`src/rtl/sop_feeder.sv`:
```
// Sample/coefficient feeder for an external sum-of-products core, with a credit-limited result FIFO.
// Optional `SOP_FEEDER_FLUSH_EN adds a flush input that restarts the delay-line fill.
module sop_feeder #(
   parameter int unsigned WIDTH = 4,
   parameter int unsigned LAT   = 2
) (
   input  logic               clk,
   input  logic               rst,
   input  logic               s_valid,
   output logic               s_ready,
   input  logic [WIDTH-1:0]   s_data,
   input  logic               c_we,
   input  logic [1:0]         c_addr,
   input  logic [WIDTH-1:0]   c_data,
   output logic [WIDTH-1:0]   d1,
   output logic [WIDTH-1:0]   d2,
   output logic [WIDTH-1:0]   d3,
   output logic [WIDTH-1:0]   d4,
   output logic [WIDTH-1:0]   c1,
   output logic [WIDTH-1:0]   c2,
   output logic [WIDTH-1:0]   c3,
   output logic [WIDTH-1:0]   c4,
   input  logic [2*WIDTH+1:0] res_in,
`ifdef SOP_FEEDER_FLUSH_EN
   input  logic               flush,
`endif
   output logic               r_valid,
   input  logic               r_ready,
   output logic [2*WIDTH+1:0] r_data
);

   localparam int unsigned RW = 2*WIDTH + 2;

   typedef enum logic {FILL, RUN} state_t;

   state_t           state;
   logic [2:0]       count;
   logic [WIDTH-1:0] dl   [4];
   logic [WIDTH-1:0] coef [4];
   logic [LAT-1:0]   vpipe;
   logic [RW-1:0]    mem  [4];
   logic [1:0]       wr_ptr;
   logic [1:0]       rd_ptr;
   logic [2:0]       occ;
   logic [2:0]       inflight;
   logic [3:0]       credits;
   logic             accept;
   logic             launch;
   logic             push;
   logic             pop;
   logic             flush_i;

`ifdef SOP_FEEDER_FLUSH_EN
   assign flush_i = flush;
`else
   assign flush_i = 1'b0;
`endif

   assign d1 = dl[0];
   assign d2 = dl[1];
   assign d3 = dl[2];
   assign d4 = dl[3];
   assign c1 = coef[0];
   assign c2 = coef[1];
   assign c3 = coef[2];
   assign c4 = coef[3];

   always_comb begin
      inflight = '0;
      for (int unsigned i = 0; i < LAT; i++)
         inflight = inflight + {2'b00, vpipe[i]};
      credits = {1'b0, inflight} + {1'b0, occ};
      // Pre-fill accepts never launch, so they need no credit.
      s_ready = !flush_i && ((state == FILL && count < 3'd3) || credits < 4'd4);
      accept  = s_valid && s_ready;
      launch  = accept && (state == RUN || count == 3'd3);
      // A flush discards the launch emerging on the same edge as well.
      push    = vpipe[LAT-1] && !flush_i;
      r_valid = (occ != 3'd0);
      pop     = r_valid && r_ready;
      r_data  = r_valid ? mem[rd_ptr] : '0;
   end

   always_ff @(posedge clk) begin
      if (rst) begin
         state  <= FILL;
         count  <= '0;
         vpipe  <= '0;
         wr_ptr <= '0;
         rd_ptr <= '0;
         occ    <= '0;
         for (int unsigned i = 0; i < 4; i++) begin
            dl[i]   <= '0;
            coef[i] <= '0;
         end
      end else begin
         if (c_we)
            coef[c_addr] <= c_data;
         if (flush_i) begin
            state <= FILL;
            count <= '0;
            vpipe <= '0;
            for (int unsigned i = 0; i < 4; i++)
               dl[i] <= '0;
         end else begin
            if (accept) begin
               dl[3] <= dl[2];
               dl[2] <= dl[1];
               dl[1] <= dl[0];
               dl[0] <= s_data;
               if (count != 3'd4)
                  count <= count + 3'd1;
               if (count == 3'd3)
                  state <= RUN;
            end
            vpipe[0] <= launch;
            for (int unsigned i = 1; i < LAT; i++)
               vpipe[i] <= vpipe[i-1];
         end
         if (push)
            wr_ptr <= wr_ptr + 2'd1;
         if (pop)
            rd_ptr <= rd_ptr + 2'd1;
         occ <= occ + {2'b00, push} - {2'b00, pop};
      end
   end

   always_ff @(posedge clk) begin
      if (push && !rst)
         mem[wr_ptr] <= res_in;
   end

endmodule

```
`config.mk`:
```
export PLATFORM = sky130hd
export DESIGN_NAME = sop_feeder
export DESIGN_NICKNAME = d
export VERILOG_FILES = /design/src/rtl/sop_feeder.sv
export SDC_FILE = /design/constraint.sdc
export NUM_CORES = 1
export LEC_CHECK = 0
export CORE_AREA = 4 4 75 112
export CTS_CLUSTER_DIAMETER = 30
export DETAILED_ROUTE_END_ITERATION = 10
export DIE_AREA = 0 0 79 116
export PLACE_DENSITY = 0.79
export SLEW_MARGIN = 20
export SYNTH_ARGS = -nofsm -noshare
export SYNTH_HDL_FRONTEND = slang
export SYNTH_SLANG_ARGS = --single-unit
export TNS_END_PERCENT = 50
```
`constraint.sdc`:
```
create_clock -name clk -period 2.45 [get_ports clk]
set_input_delay 0.49 -clock clk [delete_from_list [all_inputs] [get_ports clk]]
set_output_delay 0.49 -clock clk [all_outputs]
set_load 0.005 [all_outputs]
```
==> metrics.txt, run 1 <==
Clock transition at path regs 0.06 ns; Final Hold Viols 0; maximum clock rate 443 MHz; Die ar. 9160 µm²; Distinct cells, synth 37; Ys Warns 0; CTS tree done; syn avg cell area 16.1 µm²; Slowest cell on crit path dfxtp_1; top cells by count, synth edfxtp_1, and2_1, dfxtp_1; Final min period 2.26 ns; Design Area, Final 4840 µm²; Cell Rows 39; total of max-cap violations 0; number of synthesized flops with an enable pin 72; leakage 1.86 nW; Setup Crit Path Kind reg -> out; layout net count 343; die extent in y 116 µm; max incr delay on CP 0.32 ns; placed cell count 397; final setup vio count 0; Buf/Inv on CP 1; Starting Density 48.0%; post-route setup slack 0.193 ns; CP Data Arrival Time 1.77 ns; clock skew 0.00549 ns; top cells by area, synth edfxtp_1, dfxtp_1, and2_1, mux4_2, ha_1; total power draw 4.48 mW; antenna-violating nets left 0; vias in the first global route 2094; initial antenna violation count 0; Post-Route Utilization 64.4%; H-tree levels 3; 1st-pass router iterations 4; critical path's top delay family compound AO/OA/AOI/OAI gates; cell breakdown of the critical path ha_1 -> a21oi_4 -> nor4bb_1 -> nor2_1 -> o21ai_0 -> dlygate4sd2_1; VDD IR max 488 µV; fin. max-slew vios 0; CP Data Required Time 1.96 ns; FFs w/ async S/R, synth 0%; CTS root buf clkbuf_16; share of the synthesized area in the top cell type 60.0%; IO Pins 69; first-pass GRT wire length 10.2 mm; Core Footprint 7510 µm²; top-count cell post-synth edfxtp_1; setup TNS 0 ns; worst skew pair latency 0.33 ns; Net Count, Synth 261; Seq cells post-synth 87; ys flop type edfxtp_1; # port buffers 68; Global Route Usage Sum 15.2%; layout cells sized above 1 15.1%; Yosys top cell by area edfxtp_1; Critical Path Start Type register; Slew headroom 72.4%; grt total ovfl 0; CP Max Fanout 4; Final Non-Filler Cells 413; PwrDens 925 nW/µm²; largest net degree at the start of global routing 18; CTS Buf Count 9; # DRC 0; crit end category output pin; Hold WC Path Type reg -> reg; Hold-fix buffers, CTS 0; fill count 563; Worst Tran Pin Value 0.413 ns; final critical-path share of the clock period 92.1%; WL final 6.26 mm; placer's final routability congestion estimate 0.756; register area share after synthesis 68.3%; CTS max path bufs 2; Netlist Area Pre-Place 3610 µm²; Worst Hold Slack 0.474 ns; Die W 79 µm; status finished, final reports clean; Via Count 2002; post-synthesis cell count 224; Place WS 0.111 ns; DRT iter0 DRCs 79; Syn-to-layout area delta 34.2%; Routed WL per cell 15.2 µm; RSZ-0062 raised after global routing false; DP Area 4460 µm²; Ant. Diodes 0; detailed placer's ending HPWL 4.51 mm; vias per std cell 4.85; Sink Count 87
registers in the layout, indices dropped and copies added, names as in the netlist, named ones only:
name    count
occ         3
mem        40
count       3
state       1
dl         16
rd_ptr      2
wr_ptr      2
coef       16
vpipe       2
worst paths after layout:
path            start        to  slack (ns)  cells past startpoint
max            occ[0]   s_ready        0.19                      6
min          vpipe[0]  vpipe[1]        0.47                      1
max reg2reg    occ[1]    occ[2]        0.28                      9
min reg2reg  vpipe[0]  vpipe[1]        0.47                      1
layout make-up:
| type | count | area [µm²] | share of cell area (%) |
|---|---|---|---|
| flip-flops and latches | 87 | 2460 | 50.9 |
| multi-input cells | 121 | 1070 | 22.2 |
| repair buffers | 77 | 785 | 16.2 |
| clock buffers | 11 | 243 | 5.02 |
| well taps | 102 | 128 | 2.64 |
| clock inverters | 5 | 106 | 2.20 |
| inverters | 10 | 37.5 | 0.776 |
placed cells by master, fill, tap and decap left out, types with 3 or more instances in the layout:
master | Yosys | routed
and2_1 | 47 | 47
ha_1 | 11 | 11
buf_4 | 0 | 8
or2_2 | 3 | 3
edfxtp_1 | 72 | 72
clkbuf_16 | 0 | 9
nor2b_1 | 5 | 5
clkdlybuf4s50_1 | 0 | 57
mux4_2 | 10 | 10
xnor2_1 | 3 | 3
nor2_1 | 12 | 12
bufinv_16 | 0 | 3
nand2b_1 | 3 | 3
dlymetal6s2s_1 | 0 | 10
inv_1 | 10 | 10
dfxtp_1 | 15 | 13
per-layer routing:
metal	wire length, µm	track usage (%)
met5	0	0
met4	161	7.91
met3	327	5.21
met2	3410	26.8
met1	2370	15.7
report_power, final:
part | internal (mW) | switching (mW) | total [mW]
registers | 1.77 | 0.109 | 1.88
clock network | 1.03 | 0.528 | 1.55
logic | 0.631 | 0.415 | 1.05
cell families (layout without fill, tap and decap cells):
logic type                 Yosys count  count (layout)  share of synthesized area [%]
buffers and inverters               16             103                           1.91
xor gates and xnor gates             4               4                          0.972
adders and majority gates           12              12                           4.37
and+or+nand+nor                     78              78                           12.9
DFF                                 87              87                           68.3
muxes                               13              13                           7.22
AOI/OAI and AO/OA                   14              14                           4.34
worst register-to-register path, stage by stage, from the launching register on:
cell,delay (ns)
dfxtp_1,0.37
or3_1,0.39
and2_1,0.20
ha_1,0.27
inv_1,0.06
ha_1,0.14
inv_1,0.05
fa_1,0.37
xnor2_1,0.16
nor2_1,0.06
what timing repair did:
action,CTS,global route
setup buffers,0,0
endpoints found under the setup margin,9,10
resized for setup,3,10
No activity file was read; power rests on OpenSTA's default activity.
==> run 2, diff against run 1 <==
--- a/config.mk
+++ b/config.mk
@@ -5,10 +5,10 @@
 export SDC_FILE = /design/constraint.sdc
 export NUM_CORES = 1
 export LEC_CHECK = 0
-export CORE_AREA = 4 4 75 112
+export CORE_AREA = 2 2 73 110
 export CTS_CLUSTER_DIAMETER = 30
 export DETAILED_ROUTE_END_ITERATION = 10
-export DIE_AREA = 0 0 79 116
+export DIE_AREA = 0 0 75 112
 export PLACE_DENSITY = 0.79
 export SLEW_MARGIN = 20
 export SYNTH_ARGS = -nofsm -noshare
==> constraint.sdc (replaced) <==
create_clock -name clk -period 2.2 [get_ports clk]
set_input_delay 0.44 -clock clk [delete_from_list [all_inputs] [get_ports clk]]
set_output_delay 0.44 -clock clk [all_outputs]
set_load 0.005 [all_outputs]
==> metrics.txt, run 2 (same netlist as run 1, synthesis figures left out) <==
total of max-cap violations 0 (unchanged); CTS root buf clkbuf_16 (unchanged); max incr delay on CP 0.45 ns (was 0.32 ns); Ant. Diodes 0 (unchanged); multi-input combinational cell area 1100 µm² (was 1070 µm²); Design Area, Final 4880 µm² (was 4840 µm²); max reg flops 40 (unchanged); worst skew pair latency 0.33 ns (about the same); Place WS -0.0387 ns (was 0.111 ns); maximum clock rate 469 MHz; Reg area 2470 µm² (was 2460 µm²); Sink Count 87 (unchanged); IO Pins 69 (unchanged); clock skew 0.00630 ns (was 0.00549 ns); CTS max path bufs 2 (unchanged); post-route setup slack 0.0679 ns (was 0.193 ns); Hold-fix buffers, CTS 0 (unchanged); Reg2Reg Launch Point occ[0] (was occ[1]); detailed placer's ending HPWL 4.18 mm (was 4.51 mm); CP Max Fanout 12 (was 4); fin. max-slew vios 0 (unchanged); CTS Buf Count 9 (unchanged); layout cells sized above 1 20.1% (was 15.1%); final setup vio count 0 (unchanged); VDD IR max 554 µV (was 488 µV); initial antenna violation count 0 (unchanged); Die W 75 µm (was 79 µm); antenna-violating nets left 0 (unchanged); Die ar. 8400 µm² (was 9160 µm²); Routed WL per cell 14.0 µm (was 15.2 µm); layout net count 350 (was 343); Core Footprint 7470 µm² (was 7510 µm²); status finished, final reports clean (unchanged); H-tree levels 3 (unchanged); Critical Path Start Type register (unchanged); vias per std cell 4.76 (was 4.85); worst setup path startpoint occ[0] (unchanged); largest net degree at the start of global routing 18 (unchanged); first-pass GRT wire length 9.34 mm (was 10.2 mm); Starting Density 48.3% (was 48.0%); grt total ovfl 0 (unchanged); total power draw 4.95 mW (was 4.48 mW); setup TNS 0 ns (unchanged); Cell Rows 39 (unchanged); Post-Route Utilization 65.4% (was 64.4%); PwrDens 1010 nW/µm² (was 925 nW/µm²); die extent in y 112 µm (was 116 µm); RSZ-0062 raised after global routing true (was false); # DRC 0 (unchanged); vias in the first global route 1986 (was 2094); cell breakdown of the critical path or3_1 -> buf_4 -> clkdlybuf4s50_1 (was ha_1 -> a21oi_4 -> nor4bb_1 -> nor2_1 -> o21ai_0 -> dlygate4sd2_1); CTS tree done (unchanged); # port buffers 68 (unchanged); CP Data Arrival Time 1.69 ns (was 1.77 ns); hold wc startpoint state (was vpipe[0]); Hold WC Path Type reg -> reg (unchanged); Syn-to-layout area delta 35.4% (was 34.2%); final critical-path share of the clock period 96.9%; DP Area 4510 µm² (was 4460 µm²); placer's final routability congestion estimate 0.770 (was 0.756); placed cell count 401 (was 397); crit end category output pin (unchanged); Worst Tran Pin Value 0.388 ns (was 0.413 ns); CP Data Required Time 1.76 ns (was 1.96 ns); Global Route Usage Sum 15.3% (was 15.2%); leakage 1.77 nW (was 1.86 nW); most common cell after layout, fill and taps aside edfxtp_1 (unchanged); FF-to-FF setup slack 0.10 ns (was 0.28 ns); Slowest cell on crit path clkdlybuf4s50_1 (was dfxtp_1); Via Count 1998 (was 2002); DRT iter0 DRCs 75 (was 79); WL final 5.87 mm (was 6.26 mm); Regs by FF count mem: 40 flops, coef: 16 flops, dl: 16 flops (unchanged); Final Hold Viols 0 (unchanged); Clock transition at path regs 0.06 ns (about the same); 1st-pass router iterations 4 (unchanged); Final Non-Filler Cells 420 (was 413); Setup Crit Path Kind reg -> out (unchanged); Slew headroom 74.1% (was 72.4%); commonest non-fill, non-tap cells in the layout edfxtp_1, clkdlybuf4s50_1, and2_1 (unchanged); fill count 547 (was 563); Final min period 2.13 ns; Worst Hold Slack 0.479 ns (was 0.474 ns); register with the most flip-flops mem (unchanged)
-- run 2: changes by cell type in the layout (fill, tap and decap cells not counted), moves of 2 or more --
cell | previous run | this run
clkbuf_2 | 0 | 6
and2_1 | 47 | 45
buf_12 | 1 | 3
clkdlybuf4s15_1 | 0 | 4
dlymetal6s2s_1 | 10 | 0
buf_4 | 8 | 12
and2_4 | 0 | 2
-- run 2: metal layers --
layer  track usage, %  vias up  share of wire [%]
met1             17.5      960                 40
li1                 -      988                  -
met4             8.57        0                2.6
met3             3.44        9                3.6
met2             25.6       41                 54
met5                0        -                  0
-- run 2: timing repair --
action	CTS	global route
pin swaps	5	2
buffers inserted	1	1
gates resized for setup	17	18
gates cloned	1	0
endpoints found under the setup margin	11	9
-- run 2: where the power goes --
group          switching (mW)  internal (mW)  total, mW
Combinational           0.492          0.780       1.27
Clock                   0.570           1.03       1.60
Sequential              0.110           1.97       2.08
-- run 2: final cells by class --
type,count,share of cell area (%)
Sequential cell,87,50.5
Multi-Input combinational cell,121,22.5
Timing Repair Buffer,84,16.9
Clock buffer,11,4.97
Tap cell,102,2.61
Clock inverter,5,1.69
Inverter,10,0.769
-- run 2: path summary, 6_finish.rpt --
kind,cells after the start,to
max reg2reg,9,occ[2]
max,3,r_valid
min,2,state
min reg2reg,2,state
-- run 2: worst max-delay path, delay by kind of cell, from the launching register on --
kind,cells,cell delay [ns]
flip-flops,1,0.33
buffers and inverters,2,0.64
AND/OR/NAND/NOR,1,0.39
